[config.mk]
export PLATFORM = sky130hd
export DESIGN_NAME = uart_rx_ctrl
export DESIGN_NICKNAME = d
export VERILOG_FILES = /design/src/rtl/uart_pkg.sv /design/src/rtl/uart_rx_fifo.sv /design/src/rtl/uart_rx_ctrl.sv
export SDC_FILE = /design/constraint.sdc
export NUM_CORES = 1
export LEC_CHECK = 0
export CELL_PAD_IN_SITES_DETAIL_PLACEMENT = 1
export CELL_PAD_IN_SITES_GLOBAL_PLACEMENT = 1
export CORE_UTILIZATION = 44
export DETAILED_ROUTE_END_ITERATION = 8
export PLACE_DENSITY_LB_ADDON = 0.1
export SLEW_MARGIN = 20
export SYNTH_ARGS = -nofsm -noshare
export SYNTH_HDL_FRONTEND = slang
export SYNTH_SLANG_ARGS = --single-unit
[constraint.sdc]
create_clock -name clk -period 2.5 [get_ports clk]
set_input_delay 0.625 -clock clk [delete_from_list [all_inputs] [get_ports clk]]
set_output_delay 0.625 -clock clk [all_outputs]
set_load 0.01 [all_outputs]
[src/rtl/uart_pkg.sv]
// Shared constants for the UART receive path.
// Holds the FSM state encodings, data width and default baud divider.
package uart_pkg;

  localparam int DATA_BITS       = 8;
  localparam int CLK_DIV_DEFAULT = 5208;

  localparam logic [1:0] ST_IDLE  = 2'd0;
  localparam logic [1:0] ST_START = 2'd1;
  localparam logic [1:0] ST_DATA  = 2'd2;
  localparam logic [1:0] ST_STOP  = 2'd3;

endpackage

[src/rtl/uart_rx_fifo.sv]
// Show-ahead receive FIFO: the head entry is always visible on o_rd_data.
// A write into a full FIFO succeeds only when a read happens in the same cycle.
module uart_rx_fifo
  import uart_pkg::*;
#(
  parameter int DEPTH = 4,
  parameter int WIDTH = DATA_BITS
) (
  input  logic                     clk,
  input  logic                     rst,
  input  logic                     i_wr_en,
  input  logic [WIDTH-1:0]         i_wr_data,
  input  logic                     i_rd_en,
  output logic [WIDTH-1:0]         o_rd_data,
  output logic                     o_valid,
  output logic [$clog2(DEPTH):0]   o_count,
  output logic                     o_overrun
);

  localparam int AW = $clog2(DEPTH);
  localparam logic [AW:0] FULL_CNT = (AW+1)'(DEPTH);

  logic [WIDTH-1:0] r_mem [DEPTH];
  logic [AW-1:0]    r_wr_ptr;
  logic [AW-1:0]    r_rd_ptr;
  logic [AW:0]      r_count;
  logic             r_overrun;

  logic w_full;
  logic w_empty;
  logic w_rd;
  logic w_wr;

  assign w_full  = (r_count == FULL_CNT);
  assign w_empty = (r_count == '0);
  assign w_rd    = i_rd_en & ~w_empty;
  assign w_wr    = i_wr_en & (~w_full | w_rd);

  always_ff @(posedge clk or posedge rst) begin
    if (rst) begin
      for (int i = 0; i < DEPTH; i++) begin
        r_mem[i] <= '0;
      end
      r_wr_ptr  <= '0;
      r_rd_ptr  <= '0;
      r_count   <= '0;
      r_overrun <= 1'b0;
    end else begin
      if (w_wr) begin
        r_mem[r_wr_ptr] <= i_wr_data;
        r_wr_ptr        <= r_wr_ptr + 1'b1;
      end
      if (w_rd) begin
        r_rd_ptr <= r_rd_ptr + 1'b1;
      end
      case ({w_wr, w_rd})
        2'b10:   r_count <= r_count + 1'b1;
        2'b01:   r_count <= r_count - 1'b1;
        default: r_count <= r_count;
      endcase
      // A dropped byte leaves contents and pointers untouched.
      r_overrun <= i_wr_en & w_full & ~w_rd;
    end
  end

  assign o_rd_data = r_mem[r_rd_ptr];
  assign o_valid   = ~w_empty;
  assign o_count   = r_count;
  assign o_overrun = r_overrun;

endmodule

[src/rtl/uart_rx_ctrl.sv]
// UART receiver: line synchronizer, mid-bit sampling FSM and receive FIFO.
// Good frames are pushed one cycle after the stop-bit sample; bad stop bits pulse frame_err.
module uart_rx_ctrl
  import uart_pkg::*;
#(
  parameter int CLK_DIV    = CLK_DIV_DEFAULT,
  parameter int FIFO_DEPTH = 4
) (
  input  logic                          clk,
  input  logic                          rst,
  input  logic                          rs232_rx,
  output logic [DATA_BITS-1:0]          rx_data,
  output logic                          rx_valid,
  input  logic                          rx_ready,
  output logic                          busy,
  output logic                          frame_err,
  output logic                          overrun,
  output logic [$clog2(FIFO_DEPTH):0]   fifo_count
);

  localparam int CW = $clog2(CLK_DIV);
  localparam logic [CW-1:0] HALF_M1 = CW'(CLK_DIV/2 - 1);
  localparam logic [CW-1:0] FULL_M1 = CW'(CLK_DIV - 1);
  localparam logic [2:0]    LAST_BIT = 3'(DATA_BITS - 1);

  logic                 r_sync1;
  logic                 r_sync2;
  logic                 r_sync_prev;
  logic [1:0]           r_state;
  logic [CW-1:0]        r_baud;
  logic [2:0]           r_bit_idx;
  logic [DATA_BITS-1:0] r_shift;
  logic                 r_push;
  logic                 r_frame_err;

  logic w_start_edge;

  assign w_start_edge = ~r_sync2 & r_sync_prev;

  // Synchronizer resets to the idle level so reset release never looks like a start bit.
  always_ff @(posedge clk or posedge rst) begin
    if (rst) begin
      r_sync1     <= 1'b1;
      r_sync2     <= 1'b1;
      r_sync_prev <= 1'b1;
    end else begin
      r_sync1     <= rs232_rx;
      r_sync2     <= r_sync1;
      r_sync_prev <= r_sync2;
    end
  end

  always_ff @(posedge clk or posedge rst) begin
    if (rst) begin
      r_state     <= ST_IDLE;
      r_baud      <= '0;
      r_bit_idx   <= '0;
      r_shift     <= '0;
      r_push      <= 1'b0;
      r_frame_err <= 1'b0;
    end else begin
      r_push      <= 1'b0;
      r_frame_err <= 1'b0;
      case (r_state)
        ST_IDLE: begin
          if (w_start_edge) begin
            r_baud  <= '0;
            r_state <= ST_START;
          end
        end
        ST_START: begin
          if (r_baud == HALF_M1) begin
            r_baud    <= '0;
            r_bit_idx <= '0;
            r_state   <= r_sync2 ? ST_IDLE : ST_DATA;
          end else begin
            r_baud <= r_baud + 1'b1;
          end
        end
        ST_DATA: begin
          if (r_baud == FULL_M1) begin
            r_baud             <= '0;
            r_shift[r_bit_idx] <= r_sync2;
            if (r_bit_idx == LAST_BIT) begin
              r_state <= ST_STOP;
            end else begin
              r_bit_idx <= r_bit_idx + 1'b1;
            end
          end else begin
            r_baud <= r_baud + 1'b1;
          end
        end
        default: begin
          if (r_baud == FULL_M1) begin
            r_baud      <= '0;
            r_state     <= ST_IDLE;
            r_push      <= r_sync2;
            r_frame_err <= ~r_sync2;
          end else begin
            r_baud <= r_baud + 1'b1;
          end
        end
      endcase
    end
  end

  // r_shift stays stable until the next frame's first data sample, well after the push.
  uart_rx_fifo #(
    .DEPTH (FIFO_DEPTH),
    .WIDTH (DATA_BITS)
  ) u_fifo (
    .clk       (clk),
    .rst       (rst),
    .i_wr_en   (r_push),
    .i_wr_data (r_shift),
    .i_rd_en   (rx_ready),
    .o_rd_data (rx_data),
    .o_valid   (rx_valid),
    .o_count   (fifo_count),
    .o_overrun (overrun)
  );

  assign busy      = (r_state != ST_IDLE);
  assign frame_err = r_frame_err;

endmodule

==> results of run 1 <==
final timing paths:
check                      cells past startpoint                             to  slack [ns]                  start
max                                           10  u_fifo.o_count[2]$_DFFE_PP0P_        0.18               rx_ready
max reg2reg                                    6          r_baud[2]$_DFFE_PP0P_        0.19  r_baud[0]$_DFFE_PP0P_
min in group asynchronous                      2               r_push$_DFF_PP0_        0.63                    rst
min reg2reg                                    0              r_sync2$_DFF_PP1_        0.36      r_sync1$_DFF_PP1_
max in group asynchronous                      3          r_sync_prev$_DFF_PP1_        1.28                    rst
min                                            0              r_sync2$_DFF_PP1_        0.36      r_sync1$_DFF_PP1_
placed cells by master (no fill, tap or decap), drive strengths merged, types with 2 or more instances in the layout:
cell type / instances
nand3: 4
mux2: 43
a21oi: 2
and2: 3
and4: 2
clkdlybuf4s50: 10
dlygate4sd2: 4
o221ai: 3
ha: 8
nand4b: 4
dfstp: 3
xnor2: 3
dfrtp: 68
a22oi: 3
clkinv: 2
nand2b: 5
dlymetal6s2s: 4
nand4: 3
o211ai: 8
inv: 15
nor2b: 5
mux4: 8
nand2: 20
nor2: 10
nor4: 8
o21bai: 2
or4b: 3
nor4b: 3
clkbuf: 10
nor3: 4
o21ai: 12
buf: 18
or2: 4
xor2: 4
bufinv: 3
or3: 6
power groups by stage:
stage | Combinational, mW | Sequential, mW | Clock (mW)
5_1_grt | 0.796 | 1.40 | 1.22
6_report | 0.717 | 1.38 | 1.14
2_1_floorplan | 0.510 | 1.33 | 0
3_5_place_dp | 0.711 | 1.40 | 0
3_3_place_gp | 0.700 | 1.39 | 0
4_1_cts | 0.730 | 1.37 | 1.18
kinds of logic after synthesis:
| kind of cell | share of synthesized area (%) |
|---|---|
| xor+xnor | 1.74 |
| compound gates | 7.21 |
| fa+ha+maj | 3.41 |
| simple gates | 14.4 |
| buf+inv | 3.55 |
| flops | 50.5 |
| mux | 19.1 |
cell usage after synthesis, drive strengths merged (2+ instances only):
library cell | instances | area (µm²)
or2 | 4 | 25.0
nor2 | 10 | 40.0
or3 | 6 | 37.5
nor4 | 8 | 56.3
mux4 | 8 | 180
and2 | 3 | 18.8
a21oi | 2 | 10.0
dfrtp | 68 | 1700
xor2 | 4 | 35.0
nand4 | 3 | 18.8
nand2 | 20 | 75.1
a22oi | 3 | 22.5
nand4b | 4 | 35.0
inv | 14 | 52.6
o211ai | 8 | 60.1
o21ai | 12 | 60.1
o21bai | 2 | 15.0
clkbuf | 5 | 18.8
ha | 8 | 100
nor4b | 3 | 38.8
dfstp | 3 | 78.8
nand3 | 4 | 20.0
nand2b | 5 | 31.3
mux2 | 43 | 484
and4 | 2 | 17.5
nor2b | 5 | 31.3
buf | 7 | 53.8
or4b | 3 | 30.0
xnor2 | 3 | 26.3
nor3 | 4 | 25.0
o221ai | 3 | 26.3
cell type report:
type,count,share of cell area (%)
Sequential cell,71,42.1
Timing Repair Buffer,36,9.34
Clock inverter,6,2.75
Tap cell,102,3.01
Multi-Input combinational cell,190,38.4
Inverter,14,1.24
Clock buffer,10,3.25
flip-flops by register name (all words and copies together) (netlist names), 2 cells and up:
| register | count |
|---|---|
| u_fifo.o_count | 3 |
| u_fifo.r_wr_ptr | 2 |
| r_state | 2 |
| r_shift | 8 |
| r_bit_idx | 3 |
| u_fifo.r_rd_ptr | 2 |
| r_baud | 13 |
| u_fifo.r_mem | 32 |
stage by stage:
step / setup WS (ns) / hold slack, ns
after floorplan: 0.0834 / 0.345
after global placement: -0.0715 / 0.346
after detailed placement: -0.180 / 0.349
after CTS: 0.0158 / 0.360
after global routing: 0.0363 / 0.367
final: 0.183 / 0.359
routing by layer:
layer | global-route usage, % | share of wire [%] | vias up | wire length [µm]
li1 | - | - | 1122 | -
met1 | 27.8 | 49 | 1201 | 3580
met2 | 31.3 | 48 | 22 | 3570
met3 | 4.61 | 2.4 | 4 | 176
met4 | 5.56 | 0.66 | 0 | 49
met5 | 0 | 0 | - | 0
repair_timing:
action	4_1_cts	5_1_grt
gates cloned	0	0
setup endpoints to repair	4	5
gates resized for setup	4	5
==> metrics.csv, run 1 <==
metric;value;unit
drt drc;0;
Layout Utilization;54.8;%
Clk pwr share;35.3;%
CP max stage cell;clkdlybuf4s50_1;
TritonCTS clock tree;done;
Placed Area;0.00397;mm²
dpl hpwl;5210;µm
top_reg_cell synth;dfrtp_1;
antenna cells;0;
drt pass-1 iters;4;
number of enable flip-flop cells after synthesis;0;
syn_area_per_cell;12.3;µm²
Die Wd;91.5;µm
# hold bufs at CTS;0;
max-slew violations;0;
Final Instance Count excl. Fillers;429;
YS warnings;0;
Worst Path Buf+Inv;3;
worst slew pin tran;0.573;ns
synthesized flop and latch total;71;
Num CTS Buffers;9;
syn_nets;300;
DP Cell Count;413;
asr flop ratio synth;100;%
CTS sink count;71;
CTS root buf;clkbuf_8;
Final setup viols;0;
number of nets in the layout;335;
CP startpoint kind;primary input;
Max stage delay on crit path;0.43;ns
Switching Share;29.3;%
RSZ-0062 raised after global routing;false;
crit path DAT;2.57;ns
Die Area;0.00837;mm²
Ports;19;
cell count after synthesis;287;
DR WL/cell;17.2;µm
DR iter-0 viols;86;
Min-Delay Path Class;reg -> reg;
deepest clock path buffer count;2;
Int Power;2.29;mW
# fillers;808;
Max Freq;432;MHz
GR Overflow Total;0;
clock slew at reported path FFs;0.08;ns
core area;0.00773;mm²
CP Cell Sequence;clkdlybuf4s50_1 > nor4b_2 > nor2b_1 > inv_1 > ha_1 > inv_1 > fa_1 > xor2_1 > nor2_1 > xor2_1;
share of cells above drive strength 1;27.8;%
family with the most delay on the worst path;buffers and inverters;
worst-path fanout max;2;
power after layout;3.24;mW
input/output buffers;18;
Max rail drop VDD;0.562;mV
final instance area;0.00423;mm²
Required @ worst endpoint;2.76;ns
multi-input logic area;0.00162;mm²
total of max-cap violations;0;
# H-tree levels;3;
Leak;2.00;nW
routed vias/inst;5.48;
row count;32;
initial antenna violation count;0;
Psw;0.947;mW
GPL Wtd Cong;0.718;
Clk Latency, worst-skew pair;0.34;ns
Final Hold Fails;0;
largest net degree at the start of global routing;29;
fin crit share;92.7;%
DRT antenna net count;0;
kind of critical path;in -> reg;
buffer count from post-CTS setup fixing;0;
sequential power share;42.5;%
Fin Setup TNS;0;ns
first-pass GRT wire length;12900;µm
Slew headroom;61.8;%
Area growth syn-to-layout;20.2;%
Cell variety after synth;51;
detailed-route wire length;7380;µm
Final Skew;0.0110;ns
post-layout min period;2.32;ns
Initial Util;45.6;%
vias in the first global route;2484;
combinational power share;22.2;%
Reg area;0.00178;mm²
die span in y;91.5;µm
via count;2349;
outcome;finished, final reports clean;
Seq/Total Area, Yosys;50.5;%
Crit. End Element;flop;
Global Route Usage Sum;20.0;%
power per cell area;765;mW/mm²
Post-Syn Area;0.00352;mm²
No activity file was read; power rests on OpenSTA's default activity.
==> run 2: changes to the inputs <==
ABC_CLOCK_PERIOD_IN_PS = 2500   (was not set)
CORE_UTILIZATION = 30   (was 44)
==> metrics.csv, run 2 (synthesis results as in run 1) <==
metric;value;unit
FF-to-FF Start;r_baud[7]$_DFFE_PP0P_;
# hold bufs at CTS;0;
GPL Wtd Cong;0.718;
Switching Share;28.6;%
Crit. End Element;output pin;
GR Overflow Total;0;
reg2reg end;r_shift[0]$_DFFE_PP0P_;
CP startpoint kind;flop;
CTS root buf;clkbuf_16;
worst-path fanout max;8;
DR iter-0 viols;40;
Die Area;0.0122;mm²
TritonCTS clock tree;done;
core area;0.0114;mm²
Area growth syn-to-layout;25.0;%
most flop-heavy register;u_fifo.r_mem;
Int Power;2.55;mW
# H-tree levels;3;
Hold Path Sink;r_sync2$_DFF_PP1_;
dpl hpwl;5770;µm
Global Route Usage Sum;15.2;%
worst slew pin tran;0.567;ns
Final setup viols;0;
total of max-cap violations;0;
combinational power share;22.5;%
Layout Utilization;38.6;%
Ports;19;
Regs by FF count;u_fifo.r_mem x32, r_baud x13, r_shift x8;
initial antenna violation count;0;
drt pass-1 iters;4;
power per cell area;811;mW/mm²
Num CTS Buffers;9;
Min-Delay Path Class;reg -> reg;
die span in y;110;µm
Clk Latency, worst-skew pair;0.34;ns
DP Cell Count;460;
detailed-route wire length;7920;µm
RSZ-0062 raised after global routing;false;
Initial Util;30.9;%
# fillers;1218;
max FFs per register;32;
Final Instance Count excl. Fillers;477;
Die Wd;110;µm
Psw;1.02;mW
input/output buffers;18;
Fin Setup TNS;0;ns
clock slew at reported path FFs;0.06;ns
worst hold start;r_sync1$_DFF_PP1_;
Clk pwr share;39.0;%
Hold Crit Depth;0;
kind of critical path;reg -> out;
largest net degree at the start of global routing;31;
first-pass GRT wire length;13500;µm
Final Skew;0.00823;ns
R2R Setup Slk;0.26;ns
crit path DAT;1.70;ns
sequential power share;38.5;%
antenna cells;0;
Leak;2.01;nW
deepest clock path buffer count;2;
multi-input logic area;0.00162;mm²
final instance area;0.00441;mm²
via count;2372;
CTS sink count;71;
reg2reg path depth;4;
Max Freq;430;MHz
number of nets in the layout;342;
routed vias/inst;4.97;
Placed Area;0.00408;mm²
outcome;finished, final reports clean;
row count;39;
share of cells above drive strength 1;29.0;%
fin crit share;93.0;%
Final Hold Fails;0;
Reg area;0.00178;mm²
most frequent cells in the layout;68 x dfrtp_1, 37 x mux2_2, 20 x nand2_1;
DR WL/cell;16.6;µm
Required @ worst endpoint;1.88;ns
Slew headroom;62.1;%
post-layout min period;2.32;ns
DRT antenna net count;0;
max-slew violations;0;
drt drc;0;
leading cell type in the layout, fill and taps excluded;dfrtp_1;
vias in the first global route;2546;
Max rail drop VDD;0.510;mV
run 2: cell count changes in the layout (fill, tap and decap cells not counted), sizes merged:
cell | previous run | this run
buf | 18 | 25
dlygate4sd2 | 4 | 8
dlymetal6s2s | 4 | 0
bufinv | 3 | 2
clkbuf | 10 | 11
clkinvlp | 0 | 1
inv | 15 | 14
run 2: critical path, stage by stage (launching register included):
cell and delay [ns]:
dfrtp_1 0.39, buf_12 0.16, mux4_2 0.50, dlygate4sd2_1 0.30
run 2: how the worst max path moves through the flow:
stage / from / end / slack (ns) / cells past startpoint
after CTS: rx_ready / u_fifo.o_count[2]$_DFFE_PP0P_ / 0.12 / 10
after global routing: rx_ready / u_fifo.o_count[2]$_DFFE_PP0P_ / 0.07 / 10
final: u_fifo.r_rd_ptr[0]$_DFFE_PP0P_ / rx_data[7] / 0.18 / 3
after global placement: rx_ready / u_fifo.o_count[2]$_DFFE_PP0P_ / -0.08 / 10
after detailed placement: rx_ready / u_fifo.o_count[2]$_DFFE_PP0P_ / -0.24 / 10
after floorplan: rst / frame_err$_DFF_PP0_ / 0.08 / 1
run 2: what timing repair did:
item,in CTS,in global routing
endpoints found under the setup margin,8,1
resized for setup,8,1
setup buffers,1,0
run 2: final cells by class:
| class | instances | area share [%] |
|---|---|---|
| Tap cell | 143 | 4.06 |
| Inverter | 14 | 1.19 |
| Timing Repair Buffer | 43 | 10.1 |
| Clock buffer | 11 | 5.51 |
| Clock inverter | 5 | 1.85 |
| Multi-Input combinational cell | 190 | 36.9 |
| Sequential cell | 71 | 40.4 |
run 2: power by group through the flow:
stage	clock, mW	sequential [mW]	combinational [mW]
3_3_place_gp	0	1.40	0.796
2_1_floorplan	0	1.33	0.510
5_1_grt	1.48	1.39	0.900
3_5_place_dp	0	1.39	0.807
6_report	1.39	1.37	0.805
4_1_cts	1.45	1.37	0.827
run 2: metal layers:
layer,wire (µm),part of all wire [%],vias up,GRT usage (%)
met5,0,0,-,0
met4,167,2.1,0,6.77
met3,255,3.2,12,4.35
met2,3860,49,22,24.6
met1,3640,46,1198,18.9
li1,-,-,1140,-
run 2: through the flow:
| step | setup slack (ns) | total power [mW] | hold WS (ns) |
|---|---|---|---|
| after CTS | 0.117 | 3.65 | 0.359 |
| after floorplan | 0.0834 | 1.84 | 0.345 |
| after detailed placement | -0.241 | 2.20 | 0.350 |
| after global routing | 0.0669 | 3.77 | 0.359 |
| final | 0.176 | 3.57 | 0.356 |
| after global placement | -0.0817 | 2.19 | 0.351 |
==> run 3: changes to the inputs <==
SLEW_MARGIN = not set   (was 20)
==> results of run 3 <==
No change in the layout: final DEF, timing and power equal those of run 2.
